**config.mk**
```make
export PLATFORM = sky130hd
export DESIGN_NAME = pixel_mixer
export DESIGN_NICKNAME = d
export VERILOG_FILES = /design/src/rtl/gbc_pix_pkg.sv /design/src/rtl/pixel_mixer_fifo.sv /design/src/rtl/pixel_mixer.sv
export SDC_FILE = /design/constraint.sdc
export NUM_CORES = 1
export LEC_CHECK = 0
export ABC_AREA = 0
export CAP_MARGIN = 10
export CORE_MARGIN = 2
export CORE_UTILIZATION = 46
export CTS_CLUSTER_SIZE = 10
export DETAILED_ROUTE_END_ITERATION = 7
export PLACE_DENSITY = 0.76
export SETUP_SLACK_MARGIN = 0.05
export SYNTH_ARGS = -nofsm -noshare
export SYNTH_HDL_FRONTEND = slang
export SYNTH_SLANG_ARGS = --single-unit
```
**constraint.sdc**
```tcl
create_clock -name I_CLK -period 2.05 [get_ports I_CLK]
set_input_delay 0.41 -clock I_CLK [delete_from_list [all_inputs] [get_ports I_CLK]]
set_output_delay 0.41 -clock I_CLK [all_outputs]
set_load 0.1 [all_outputs]
```
**src/rtl/gbc_pix_pkg.sv**
```systemverilog
// gbc_pix_pkg
//   Shared types and helpers for the GBC per-pixel colour back end.
//   - fifo_entry_t     : one output FIFO entry, {rgb[23:0], last}
//   - expand5          : 5-bit to 8-bit colour channel expansion
//   - gbc_to_rgb888    : colour-file lookup word to packed {R,G,B} 8:8:8
//   - sprite_wins      : BG/sprite priority resolution
package gbc_pix_pkg;

  typedef struct packed {
    logic [23:0] rgb;
    logic        last;
  } fifo_entry_t;

  localparam int ENTRY_W = $bits(fifo_entry_t);

  // Replicating the top bits into the low bits maps 0x00->0x00 and 0x1F->0xFF
  // with an even spread in between.
  function automatic logic [7:0] expand5(input logic [4:0] x5);
    return {x5, x5[4:2]};
  endfunction

  // The colour file returns {even byte, odd byte}, so the little-endian
  // RGB555 word is byte-swapped here: R and B sit in whole bytes, G straddles
  // both bytes. Colour bit 15 (c[7]) carries no colour information.
  function automatic logic [23:0] gbc_to_rgb888(input logic [15:0] c);
    logic [4:0] r5;
    logic [4:0] g5;
    logic [4:0] b5;
    logic       unused_b15;
    r5         = c[12:8];
    g5         = {c[1:0], c[15:13]};
    b5         = c[6:2];
    unused_b15 = c[7];
    return {expand5(r5), expand5(g5), expand5(b5)};
  endfunction

  // A present, non-transparent sprite wins unless an opaque BG pixel claims
  // priority (either attribute bit) while the LCDC master priority is enabled.
  function automatic logic sprite_wins(
    input logic       spr_present,
    input logic [1:0] spr_idx,
    input logic [1:0] bg_idx,
    input logic       bg_prio,
    input logic       spr_prio,
    input logic       master_prio
  );
    return spr_present && (spr_idx != 2'd0) &&
           (!master_prio || (bg_idx == 2'd0) || (!bg_prio && !spr_prio));
  endfunction

endpackage

```
**src/rtl/pixel_mixer_fifo.sv**
```systemverilog
// pixel_fifo
//   Parameterised synchronous first-word-fall-through FIFO.
//   DEPTH must be a power of two (pointers wrap by natural overflow), >= 2.
// Ports
//   I_CLK, I_RESET : clock, synchronous active-high reset (clears contents)
//   wr_en, wr_data : write request; ignored when full unless a pop coincides
//   rd_en          : pop the head when rd_valid is high
//   rd_data        : head entry (valid while rd_valid)
//   rd_valid       : FIFO not empty
//   count          : number of stored entries, 0..DEPTH
module pixel_fifo #(
  parameter  int WIDTH = 25,
  parameter  int DEPTH = 4,
  localparam int AW    = $clog2(DEPTH),
  localparam int CW    = AW + 1
) (
  input  logic             I_CLK,
  input  logic             I_RESET,
  input  logic             wr_en,
  input  logic [WIDTH-1:0] wr_data,
  input  logic             rd_en,
  output logic [WIDTH-1:0] rd_data,
  output logic             rd_valid,
  output logic [CW-1:0]    count
);

  logic [WIDTH-1:0] mem [DEPTH];
  logic [AW-1:0]    wr_ptr;
  logic [AW-1:0]    rd_ptr;
  logic             push;
  logic             pop;

  assign rd_valid = (count != '0);
  assign pop      = rd_en && rd_valid;
  // Writing into a full FIFO is only legal when the head leaves at the same edge.
  assign push     = wr_en && ((count != CW'(DEPTH)) || pop);
  assign rd_data  = mem[rd_ptr];

  // Storage is cleared on reset so the head reads as zero out of reset.
  always_ff @(posedge I_CLK) begin
    if (I_RESET) begin
      for (int i = 0; i < DEPTH; i++) begin
        mem[i] <= '0;
      end
    end else if (push) begin
      mem[wr_ptr] <= wr_data;
    end
  end

  always_ff @(posedge I_CLK) begin
    if (I_RESET) begin
      wr_ptr <= '0;
      rd_ptr <= '0;
      count  <= '0;
    end else begin
      if (push) begin
        wr_ptr <= wr_ptr + AW'(1);
      end
      if (pop) begin
        rd_ptr <= rd_ptr + AW'(1);
      end
      case ({push, pop})
        2'b10:   count <= count + CW'(1);
        2'b01:   count <= count - CW'(1);
        default: count <= count;
      endcase
    end
  end

endmodule

```
**src/rtl/pixel_mixer.sv**
```systemverilog
// pixel_mixer
//   Per-pixel colour back end of the GBC PPU. Captures one BG pixel plus an
//   optional sprite pixel into stage 1, drives the colour-file palette
//   lookups from that stage, resolves priority, converts the winning RGB555
//   colour to RGB888 and queues {rgb, last} in an output FWFT FIFO.
// Ports
//   I_CLK, I_RESET                 : clock, synchronous active-high reset
//   I_PIX_VALID / O_PIX_READY      : pixel input handshake
//   I_PIX_LAST                     : scanline end, carried to O_RGB_LAST
//   I_BG_PAL/IDX/PRIO              : BG palette, colour index, attribute prio
//   I_SPR_PRESENT/PAL/IDX/PRIO     : sprite pixel fields (PRIO = behind BG)
//   I_MASTER_PRIO                  : LCDC bit 0
//   O_BGPAL_SEL/INDEX, I_BGPAL_COLOR   : BG palette lookup (combinational)
//   O_SPRPAL_SEL/INDEX, I_SPRPAL_COLOR : sprite palette lookup (combinational)
//   O_RGB, O_RGB_LAST, O_RGB_VALID / I_RGB_READY : output stream
//
// Handshakes: a transfer happens at a rising edge where valid and ready are
// both high. Valid never depends on ready; once raised, valid and payload stay
// stable until the transfer. O_PIX_READY and O_RGB_VALID depend on registers
// only.
module pixel_mixer
  import gbc_pix_pkg::*;
#(
  parameter int FIFO_DEPTH = 4
) (
  input  logic        I_CLK,
  input  logic        I_RESET,
  input  logic        I_PIX_VALID,
  output logic        O_PIX_READY,
  input  logic        I_PIX_LAST,
  input  logic [2:0]  I_BG_PAL,
  input  logic [1:0]  I_BG_IDX,
  input  logic        I_BG_PRIO,
  input  logic        I_SPR_PRESENT,
  input  logic [2:0]  I_SPR_PAL,
  input  logic [1:0]  I_SPR_IDX,
  input  logic        I_SPR_PRIO,
  input  logic        I_MASTER_PRIO,
  output logic [2:0]  O_BGPAL_SEL,
  output logic [1:0]  O_BGPAL_INDEX,
  output logic [2:0]  O_SPRPAL_SEL,
  output logic [1:0]  O_SPRPAL_INDEX,
  input  logic [15:0] I_BGPAL_COLOR,
  input  logic [15:0] I_SPRPAL_COLOR,
  output logic [23:0] O_RGB,
  output logic        O_RGB_LAST,
  output logic        O_RGB_VALID,
  input  logic        I_RGB_READY
);

  localparam int CW = $clog2(FIFO_DEPTH) + 1;

  // Stage 1 pixel register
  logic       s1_valid;
  logic [2:0] s1_bg_pal;
  logic [1:0] s1_bg_idx;
  logic       s1_bg_prio;
  logic       s1_spr_present;
  logic [2:0] s1_spr_pal;
  logic [1:0] s1_spr_idx;
  logic       s1_spr_prio;
  logic       s1_master;
  logic       s1_last;

  logic          accept;
  logic          spr_sel;
  logic [15:0]   chosen_color;
  fifo_entry_t   wr_entry;
  fifo_entry_t   head_entry;
  logic [CW-1:0] fifo_count;
  logic [CW:0]   credits_used;

  // Credit flow control: every pixel in s1 already owns a FIFO slot, so s1
  // can always drain into the FIFO at the next edge without a stall path.
  assign credits_used = {1'b0, fifo_count} + {{CW{1'b0}}, s1_valid};
  assign O_PIX_READY  = (credits_used < (CW + 1)'(FIFO_DEPTH));
  assign accept       = I_PIX_VALID && O_PIX_READY;

  // Fields load only on acceptance, so the lookup ports hold their last value
  // while s1 is empty.
  always_ff @(posedge I_CLK) begin
    if (I_RESET) begin
      s1_valid       <= 1'b0;
      s1_bg_pal      <= '0;
      s1_bg_idx      <= '0;
      s1_bg_prio     <= 1'b0;
      s1_spr_present <= 1'b0;
      s1_spr_pal     <= '0;
      s1_spr_idx     <= '0;
      s1_spr_prio    <= 1'b0;
      s1_master      <= 1'b0;
      s1_last        <= 1'b0;
    end else if (accept) begin
      s1_valid       <= 1'b1;
      s1_bg_pal      <= I_BG_PAL;
      s1_bg_idx      <= I_BG_IDX;
      s1_bg_prio     <= I_BG_PRIO;
      s1_spr_present <= I_SPR_PRESENT;
      s1_spr_pal     <= I_SPR_PAL;
      s1_spr_idx     <= I_SPR_IDX;
      s1_spr_prio    <= I_SPR_PRIO;
      s1_master      <= I_MASTER_PRIO;
      s1_last        <= I_PIX_LAST;
    end else begin
      s1_valid       <= 1'b0;
    end
  end

  assign O_BGPAL_SEL    = s1_bg_pal;
  assign O_BGPAL_INDEX  = s1_bg_idx;
  assign O_SPRPAL_SEL   = s1_spr_pal;
  assign O_SPRPAL_INDEX = s1_spr_idx;

  // Stage 2: the colour file answers within the cycle, so priority, decode
  // and the FIFO write all happen on the edge that retires s1.
  always_comb begin
    spr_sel = sprite_wins(s1_spr_present, s1_spr_idx, s1_bg_idx,
                          s1_bg_prio, s1_spr_prio, s1_master);
    chosen_color  = spr_sel ? I_SPRPAL_COLOR : I_BGPAL_COLOR;
    wr_entry.rgb  = gbc_to_rgb888(chosen_color);
    wr_entry.last = s1_last;
  end

  pixel_fifo #(
    .WIDTH (ENTRY_W),
    .DEPTH (FIFO_DEPTH)
  ) u_fifo (
    .I_CLK    (I_CLK),
    .I_RESET  (I_RESET),
    .wr_en    (s1_valid),
    .wr_data  (wr_entry),
    .rd_en    (I_RGB_READY),
    .rd_data  (head_entry),
    .rd_valid (O_RGB_VALID),
    .count    (fifo_count)
  );

  assign O_RGB      = head_entry.rgb;
  assign O_RGB_LAST = head_entry.last;

endmodule
```
==> impl_metrics.csv, run 1 <==
group,metric,value,unit
clock_network,clock_tree.buffer_depth,2,
placed_design,globalplace.congestion,0.754,
die,fp.dieW,99.5,um
synthesis,synth.avg_cell_area,12.4,um2
timing,setup_viol,21,
timing,setup_ws,-0.0631,ns
power,power_per_cell_area,826,nW/um2
power,leakage,0.00206,uW
flow_run,maxCapViolCount,0,
synthesis,syn-cell-area,4200,um2
setup_path,startpoint_to_endpoint_class_of_the_critical_path,"reg -> out",
die,placement_rows,34,
synthesis,ys_ff_latch,89,
clock_network,cts.reportedPaths.clkPinSlew,0.09,ns
routing,routed_wire_length_per_instance,18.5,um
setup_path,worst_ep_required_time,1.64,ns
clock_network,cts-htree-levels,3,
synthesis,synth.lib_cells_used.distinct,45,
timing,fin_worst_skew,0.00978,ns
timing,slew_viol_final,0,
power,power.switching_fraction,0.353,
run_status,violations,"setup timing",
synthesis,yosysWarnings,0,
cells_and_area,fin_nets,474,
clock_network,numClockSinks,89,
power,p_total,4710,uW
setup_path,worstPathMaxFanout,7,
routing,detailroute.via_count,3120,
power,internal_power,3050,uW
timing,grt_setup_unrepaired,"true",
power,power.share.clock,0.230,
timing,post-route-min-period,2.11,ns
routing,detail_route.iter0.violations,156,
power,net-switching-power,1660,uW
synthesis,synth_flop_cell,"sky130_fd_sc_hd__edfxtp_1",
die,floorplan.core_area,8760,um2
routing,finalWirelength,9890,um
setup_path,critical_path.startpoint_type,"flip-flop",
synthesis,async_reset_ff_frac,0,
global_route,via_count_of_the_first_global_routing_pass,3105,
synthesis,number_of_enable_flip_flop_cells_after_synthesis,64,
timing,slew_headroom,0.684,
synthesis,synth_nets,390,
cells_and_area,antennaDiodeCount,0,
setup_path,critPathArrivalTime,1.70,ns
run_status,outcome,"finished, violations left",
clock_network,tritoncts.num_buffers,9,
routing,avgViaCountPerCell,5.83,
synthesis,yosysSeqAreaShare,0.577,
cells_and_area,num-fill-cells,677,
cells_and_area,syn2layout_area_growth,35.8,%
global_route,total_overflow_reported_by_the_global_router,0,
global_route,grt_first_pass_wirelength,15600,um
timing,finalCritPeriodShare,1.03,
routing,detailedRoute.firstPassIterationCount,4,
timing,tightestPinTransition,0.475,ns
global_route,grt.total_usage,0.205,
die,die-area,9900,um2
die,ioPinCount,88,
setup_path,setup.worst_path.end_class,"output pin",
die,initial_utilization,0.479,
clock_network,cts.root.buffer_cell,"sky130_fd_sc_hd__clkbuf_8",
power,comb_power_share,0.326,
synthesis,post_synth_inst_count,338,
cells_and_area,final_util,0.650,
cells_and_area,final_layout_size_suffix_gt1_frac,0.251,
global_route,grt_antenna_before_repair,0,
timing,timing.fmax,473,MHz
clock_network,worstSkewPairLatency,0.36,ns
power,vdd_drop_max,0.476,mV
placed_design,port_buffers,85,
global_route,grt_max_degree,44,
worst_hold_path,timing.hold.worst.class,"reg -> reg",
timing,timing_hold_violations_final,0,
routing,drt.antenna.violating_nets,0,
die,die_h,99.5,um
placed_design,post-place-ws,-0.135,ns
clock_network,cts_tree,"yes",
power,portion_of_total_power_attributed_to_sequential_cells,0.444,
placed_design,place_hpwl,6640,um
routing,route.detailed.drc,0,
layout by cell type, fill, tap and decap left out, drive strengths merged, types with 2 or more instances in the layout:
cell,n
edfxtp,64
o21ai,33
mux4,16
and2,2
dfxtp,25
nand3,20
clkinvlp,3
clkdlybuf4s50,48
clkinv,3
nand2b,20
clkbuf,9
inv,6
nor2,6
a31oi,2
nor3b,2
o211ai,2
nand4b,17
a21oi,61
buf,61
or3,3
xor2,4
critical path, cell delays in order (launching register included):
cell and delay [ns]:
sky130_fd_sc_hd__dfxtp_4 0.42, sky130_fd_sc_hd__buf_12 0.15, sky130_fd_sc_hd__mux4_2 0.57, sky130_fd_sc_hd__buf_12 0.20
final timing paths:
check,slack [ns],endpoint,start,depth (start not counted)
worst max register to register,0.22,u_fifo.count[1],u_fifo.count[0],6
worst max-delay path,-0.06,O_RGB[9],flip-flop,3
worst min-delay path,0.48,O_SPRPAL_SEL[0],O_SPRPAL_SEL[0],2
worst min register to register,0.48,O_SPRPAL_SEL[0],O_SPRPAL_SEL[0],2
repair_timing:
item                       in CTS  in global routing
gates resized for setup         1                  2
hold buffers                    0                  0
buffers inserted                1                  1
setup endpoints to repair      25                 25
pin swaps                       0                  0
gates cloned                    0                  0
sequential cells by signal (all words and copies together) (netlist names), 2 cells and up, named ones only:
name,flops
O_BGPAL_SEL,3
O_SPRPAL_SEL,3
u_fifo.count,3
O_BGPAL_INDEX,2
u_fifo.wr_ptr,2
u_fifo.mem,64
u_fifo.rd_ptr,2
O_SPRPAL_INDEX,2
stage by stage:
stage	area, um2	std cells	TNS, ns	hold WS (ns)
3_3_place_gp	5510	517	-9.37	0.462
5_1_grt	5700	535	-2.37	0.501
6_report	5700	535	-0.900	0.483
4_1_cts	5690	534	-1.80	0.484
3_5_place_dp	5510	517	-11.02	0.470
2_1_floorplan	4310	338	-0.0882	0.449
routing by layer:
layer	up-vias	wire, um	track usage
met5	-	0	0
met4	0	69	0.0727
met3	6	943	0.0576
met2	158	5170	0.352
met1	1490	3710	0.248
li1	1466	-	-
power groups by stage:
stage / Combinational [uW] / Clock (uW) / Sequential [uW]
3_5_place_dp: 1530 / 0 / 2130
6_report: 1540 / 1080 / 2090
2_1_floorplan: 970 / 0 / 2200
4_1_cts: 1540 / 1110 / 2090
3_3_place_gp: 1510 / 0 / 2120
5_1_grt: 1590 / 1180 / 2100
cell usage after synthesis (2+ instances only):
| master | n | area share |
|---|---|---|
| sky130_fd_sc_hd__nand4b_4 | 2 | 0.011 |
| sky130_fd_sc_hd__buf_2 | 6 | 0.0072 |
| sky130_fd_sc_hd__edfxtp_1 | 64 | 0.46 |
| sky130_fd_sc_hd__nand2b_1 | 20 | 0.030 |
| sky130_fd_sc_hd__and2_1 | 2 | 0.0030 |
| sky130_fd_sc_hd__inv_1 | 5 | 0.0045 |
| sky130_fd_sc_hd__a21oi_1 | 61 | 0.073 |
| sky130_fd_sc_hd__o211ai_1 | 2 | 0.0036 |
| sky130_fd_sc_hd__or3_1 | 3 | 0.0045 |
| sky130_fd_sc_hd__o21ai_0 | 32 | 0.038 |
| sky130_fd_sc_hd__nor3b_1 | 2 | 0.0036 |
| sky130_fd_sc_hd__xor2_1 | 4 | 0.0083 |
| sky130_fd_sc_hd__buf_6 | 3 | 0.0080 |
| sky130_fd_sc_hd__nand4b_1 | 15 | 0.031 |
| sky130_fd_sc_hd__nor2_1 | 6 | 0.0054 |
| sky130_fd_sc_hd__a31oi_1 | 2 | 0.0030 |
| sky130_fd_sc_hd__mux4_2 | 16 | 0.086 |
| sky130_fd_sc_hd__buf_4 | 12 | 0.021 |
| sky130_fd_sc_hd__dfxtp_1 | 25 | 0.12 |
| sky130_fd_sc_hd__clkbuf_1 | 13 | 0.012 |
| sky130_fd_sc_hd__nand3_1 | 19 | 0.023 |
cell type report:
type                    count  area, um2  share of cell area
clock inverters             7       46.3             0.00812
multi-input cells         208       1550               0.272
clock buffers               9        124              0.0217
repair buffers            109       1390               0.244
well taps                 108        135              0.0237
inverters                   5       18.8             0.00329
flip-flops and latches     89       2430               0.427
logic make-up (layout without fill, tap and decap cells):
logic type | count (synthesis) | after routing | share of synthesized area
buffers and inverters | 41 | 130 | 0.0549
muxes | 16 | 16 | 0.0859
xor gates and xnor gates | 4 | 4 | 0.00835
AOI/OAI and AO/OA | 108 | 108 | 0.139
and+or+nand+nor | 79 | 79 | 0.130
adders and majority gates | 1 | 1 | 0.00477
DFF | 89 | 89 | 0.577
Power figures use the tool's default switching activity.
==> run 2, diff against run 1 <==
- CORE_UTILIZATION: 46 -> 40
- PLACE_DENSITY: 0.76 -> 0.68
==> run 2 against run 1 <==
The flow still finishes with violations (setup timing). Count of clock-buffer cells in the layout is the same. Clock power increased by 20%. Sequential cell count did not move. Hold slack lost 0.0056 ns. Setup slack improved by 0.0056 ns. Sequential power is essentially flat. Global-route usage fell by 2.2 points. Largest cell class unchanged. Highest routed layer unchanged.
==> impl_metrics.csv, run 2 (synthesis results as in run 1) <==
group,metric,value,unit
clock_network,numClockSinks,89,
global_route,grt-busiest-layer,"met2",
placed_design,port_buffers,85,
cells_and_area,multi_input_area,1550,um2
flow_run,maxCapViolCount,0,
run_status,violations,"setup timing",
die,die-area,11300,um2
timing,setup_tns,-0.761,ns
global_route,grt_first_pass_wirelength,16000,um
clock_network,clock_tree.buffer_depth,2,
setup_path,worst_path_largest_cell_delay,0.57,ns
clock_network,cts_setup_buffers,0,
setup_path,reg2reg_slack,0.20,ns
cells_and_area,most_common_cell_after_layout_fill_and_taps_aside,"sky130_fd_sc_hd__edfxtp_1",
timing,fin_worst_skew,0.00657,ns
global_route,global_route.usage.met2,0.297,
worst_hold_path,hold-path-endpoint,"s1_last",
cells_and_area,registers.top_by_ff_count,"u_fifo.mem",
routing,route.detailed.drc,0,
routing,detailedRoute.firstPassIterationCount,4,
global_route,global_route.usage.met1,0.230,
timing,slew_headroom,0.676,
routing,detail_route.iter0.violations,153,
cells_and_area,flip_flop_count_of_the_largest_register_all_copies_and_words_added,64,
routing,detailroute.via_count,3146,
die,floorplan.core_area,10300,um2
timing,timing_hold_violations_final,0,
cells_and_area,num-fill-cells,871,
power,vdd_drop_max,0.591,mV
cells_and_area,antennaDiodeCount,0,
clock_network,worstSkewPairLatency,0.36,ns
routing,finalWirelength,10100,um
routing,routed_wire_length_per_instance,17.8,um
global_route,total_overflow_reported_by_the_global_router,0,
worst_hold_path,hold_depth,2,
setup_path,regToRegEndpoint,"u_fifo.count[1]",
timing,slew_viol_final,0,
global_route,grt_antenna_before_repair,0,
timing,tightestPinTransition,0.481,ns
timing,setup_ws,-0.0576,ns
clock_network,tritoncts.num_buffers,9,
die,initial_utilization,0.408,
global_route,grt.total_usage,0.183,
power,power_per_cell_area,851,nW/um2
die,fp.dieW,106,um
cells_and_area,ff_latch_area,2430,um2
cells_and_area,fin_nets,477,
setup_path,timing.reg2reg.worst_path_depth,6,
cells_and_area,most-common-layout-cells,"sky130_fd_sc_hd__edfxtp_1, sky130_fd_sc_hd__a21oi_1, sky130_fd_sc_hd__clkdlybuf4s50_1",
clock_network,cts.root.buffer_cell,"sky130_fd_sc_hd__clkbuf_8",
setup_path,critPathArrivalTime,1.70,ns
routing,avgViaCountPerCell,5.56,
clock_network,postCtsHoldBufs,0,
power,p_total,4920,uW
global_route,via_count_of_the_first_global_routing_pass,3180,
die,placement_rows,37,
setup_path,critical_path.startpoint_type,"flip-flop",
cells_and_area,finalInstanceArea,5780,um2
placed_design,placement.cell_area,5530,um2
setup_path,rr_startpoint,"u_fifo.count[0]",
timing,finalCritPeriodShare,1.03,
placed_design,place_hpwl,6580,um
setup_path,critical_path.slowest_cell,"sky130_fd_sc_hd__mux4_2",
routing,drt.antenna.violating_nets,0,
global_route,grt_max_degree,44,
die,ioPinCount,88,
clock_network,cts_tree,"yes",
timing,post-route-min-period,2.11,ns
cells_and_area,final_layout_size_suffix_gt1_frac,0.253,
run_status,outcome,"finished, violations left",
clock_network,cts-htree-levels,3,
power,leakage,0.00208,uW
timing,timing.fmax,474,MHz
global_route,met3_usage,0.0644,
timing,smallest_hold_slack,0.477,ns
worst_hold_path,timing.hold.worst.class,"reg -> reg",
setup_path,setup.worst_path.end_class,"output pin",
worst_hold_path,worstHoldStart,"s1_last",
clock_network,cts.reportedPaths.clkPinSlew,0.08,ns
die,die_h,106,um
setup_path,worst_ep_required_time,1.64,ns
setup_path,crit_path_cell_trace,"clkbuf_16 > mux4_2 > buf_12",
timing,grt_setup_unrepaired,"true",
setup_path,startpoint_to_endpoint_class_of_the_critical_path,"reg -> out",
timing,setup_viol,24,
setup_path,worstPathMaxFanout,8,
cells_and_area,syn2layout_area_growth,37.7,%
placed_design,globalplace.congestion,0.819,
run 2: how the worst max path moves through the flow:
stage | start | to | slack, ns | cells after the start
CTS | flip-flop | O_RGB[5] | -0.11 | 3
global route | flip-flop | O_RGB[6] | -0.11 | 3
global placement | I_RGB_READY | u_fifo.count[1] | -0.15 | 7
floorplan | flip-flop | O_RGB[13] | -0.01 | 4
finish | flip-flop | O_RGB[6] | -0.06 | 3
detailed placement | I_RGB_READY | u_fifo.count[1] | -0.14 | 7
run 2: area by class of cell:
type	count	share of cell area
clock buffer	9	0.0214
clock inverter	7	0.0165
inverter	5	0.00325
multi-input combinational	208	0.268
sequential	89	0.421
tap	136	0.0294
timing repair buffer	112	0.241
run 2: through the flow:
stage           util  setup slack (ns)  instances
2_1_floorplan      -           -0.0147        338
3_3_place_gp   0.538            -0.151        549
3_5_place_dp   0.538            -0.143        549
4_1_cts        0.560            -0.108        565
5_1_grt        0.562            -0.107        566
6_report       0.562           -0.0576        566
run 2: repair_timing:
action / in CTS / in global routing
resized for setup: 0 / 2
endpoints found under the setup margin: 25 / 26
cloned: 0 / 1
run 2: critical path, delay by kind of cell (launching register included):
family	cells	cell delay, ns
flip-flops	1	0.39
multiplexers	1	0.57
buffers and inverters	2	0.38
run 2: power breakdown:
group / leakage [uW] / internal, uW / total, uW / switching [uW]
clock network: 0.0000991 / 683 / 1300 / 613
registers: 0.000871 / 2030 / 2080 / 55.0
logic: 0.00111 / 576 / 1540 / 963
total: 0.00208 / 3290 / 4920 / 1630
run 2: metal layers:
metal	routed length [um]	vias to the layer above
met2	5000	165
met1	3960	1494
met3	950	18
li1	-	1469
met4	152	0
met5	0	-
==> run 3, diff against run 2 <==
- CAP_MARGIN: 10 -> unset
- PLACE_DENSITY: 0.68 -> 0.65
- SKIP_CTS_REPAIR_TIMING: unset -> 1
- clock period: 2.05 -> 2.17 ns (I/O delays scaled with it)
==> run 3 against run 2 <==
The flow now finishes without violations. Die area unchanged. Sequential power down 5%. Hold slack better by 0.0098 ns. Sequential cell count unchanged. Cell count down 0.88%. First-iteration DRC count down 18%. Clock skew up 0.0033 ns. Utilization up 0.19 points. Global-route usage up 0.37 points. Via count down 1.0%. Critical endpoint is now O_RGB[2]. Largest power group unchanged.
==> impl_metrics.csv, run 3 (synthesis results as in run 1) <==
group,metric,value,unit
clock_network,cts-htree-levels,3,
setup_path,critPathArrivalTime,1.67,ns
clock_network,clock_tree.buffer_depth,2,
global_route,grt-busiest-layer,"met2",
routing,route.detailed.drc,0,
cells_and_area,ff_latch_area,2430,um2
clock_network,cts.reportedPaths.clkPinSlew,0.08,ns
die,ioPinCount,88,
timing,slew_headroom,0.643,
timing,grt_setup_unrepaired,"true",
cells_and_area,fin_cells,561,
cells_and_area,registers.top_by_ff_count,"u_fifo.mem",
global_route,global_route.usage.met2,0.313,
worst_hold_path,timing.hold.worst.class,"reg -> reg",
cells_and_area,most_common_cell_after_layout_fill_and_taps_aside,"sky130_fd_sc_hd__edfxtp_1",
placed_design,post-place-ws,-0.0581,ns
clock_network,numClockSinks,89,
global_route,global_route.usage.met1,0.228,
cells_and_area,most-common-layout-cells,"sky130_fd_sc_hd__edfxtp_1, sky130_fd_sc_hd__a21oi_1, sky130_fd_sc_hd__clkdlybuf4s50_1",
global_route,total_overflow_reported_by_the_global_router,0,
global_route,grt.total_usage,0.186,
global_route,grt_antenna_before_repair,0,
timing,setup_viol,0,
power,leakage,0.00208,uW
placed_design,place_hpwl,6480,um
cells_and_area,num-fill-cells,894,
timing,setup_ws,0.0654,ns
timing,timing_hold_violations_final,0,
cells_and_area,multi_input_area,1550,um2
routing,detail_route.iter0.violations,126,
timing,fin_worst_skew,0.00986,ns
timing,finalCritPeriodShare,0.970,
timing,setup_tns,0,ns
cells_and_area,antennaDiodeCount,0,
setup_path,timing.reg2reg.worst_path_depth,6,
global_route,grt_first_pass_wirelength,16300,um
placed_design,globalplace.congestion,0.772,
clock_network,tritoncts.num_buffers,9,
cells_and_area,fin_nets,472,
die,die_h,106,um
setup_path,critical_path.startpoint_type,"flip-flop",
cells_and_area,flip_flop_count_of_the_largest_register_all_copies_and_words_added,64,
clock_network,cts_tree,"yes",
timing,post-route-min-period,2.10,ns
global_route,met3_usage,0.0435,
setup_path,worst_ep_required_time,1.74,ns
power,vdd_drop_max,0.403,mV
die,floorplan.core_area,10300,um2
placed_design,placement.cell_area,5490,um2
clock_network,worstSkewPairLatency,0.35,ns
routing,detailedRoute.firstPassIterationCount,4,
die,fp.dieW,106,um
setup_path,startpoint_to_endpoint_class_of_the_critical_path,"reg -> out",
routing,routed_wire_length_per_instance,18.2,um
timing,tightestPinTransition,0.529,ns
flow_run,maxCapViolCount,0,
routing,detailroute.via_count,3113,
placed_design,placed_cells,544,
cells_and_area,finalInstanceArea,5800,um2
worst_hold_path,hold-path-endpoint,"s1_spr_present",
setup_path,rr_startpoint,"u_fifo.count[0]",
cells_and_area,final_layout_size_suffix_gt1_frac,0.238,
clock_network,cts.root.buffer_cell,"sky130_fd_sc_hd__clkbuf_8",
die,placement_rows,37,
placed_design,port_buffers,85,
timing,smallest_hold_slack,0.487,ns
timing,slew_viol_final,0,
run_status,outcome,"complete, no violations",
global_route,grt_max_degree,44,
power,power_per_cell_area,841,nW/um2
cells_and_area,syn2layout_area_growth,38.2,%
routing,finalWirelength,10200,um
worst_hold_path,hold_depth,2,
timing,timing.fmax,475,MHz
die,die-area,11300,um2
setup_path,reg2reg_slack,0.18,ns
routing,drt.antenna.violating_nets,0,
setup_path,regToRegEndpoint,"u_fifo.count[1]",
routing,avgViaCountPerCell,5.55,
die,initial_utilization,0.408,
global_route,via_count_of_the_first_global_routing_pass,3266,
setup_path,setup.worst_path.end_class,"output pin",
setup_path,worstPathMaxFanout,5,
worst_hold_path,worstHoldStart,"s1_spr_present",
-- run 3: critical path: stages (launching register included) --
cell and delay (ns):
sky130_fd_sc_hd__dfxtp_4 0.40, sky130_fd_sc_hd__buf_8 0.14, sky130_fd_sc_hd__mux4_2 0.58, sky130_fd_sc_hd__buf_12 0.20
-- run 3: how the worst max path moves through the flow --
stage                              to  cells past startpoint         from  slack [ns]
floorplan                   O_RGB[13]                      4    flip-flop        0.05
global route                 O_RGB[7]                      3    flip-flop       0.003
CTS                         O_RGB[17]                      3    flip-flop       -0.08
global placement    u_fifo.mem[3][16]                      5  I_RGB_READY       -0.02
detailed placement    u_fifo.count[1]                      7  I_RGB_READY       -0.06
finish                       O_RGB[2]                      3    flip-flop        0.07
-- run 3: layout make-up --
| cell class | instances | area share |
|---|---|---|
| Tap cell | 136 | 0.0293 |
| Timing Repair Buffer | 107 | 0.237 |
| Sequential cell | 89 | 0.419 |
| Clock buffer | 11 | 0.0226 |
| Inverter | 5 | 0.00324 |
| Clock inverter | 5 | 0.0220 |
| Multi-Input combinational cell | 208 | 0.267 |
-- run 3: report_power, final --
part	switching [uW]	internal, uW	leakage (uW)	total, uW
sequential	59.6	1920	0.000870	1970
combinational	903	546	0.00109	1450
clock	571	883	0.000124	1450
total	1530	3340	0.00208	4880
-- run 3: routing by layer --
metal	vias up	part of all wire
li1	1456	-
met5	-	0
met2	153	0.48
met1	1484	0.41
met3	20	0.086
met4	0	0.023
-- run 3: stage by stage --
step	util	total power, uW
after global routing	0.564	5040
final	0.564	4880
after CTS	0.560	4890
after global placement	0.534	3420
after detailed placement	0.534	3440
after floorplan	-	2970
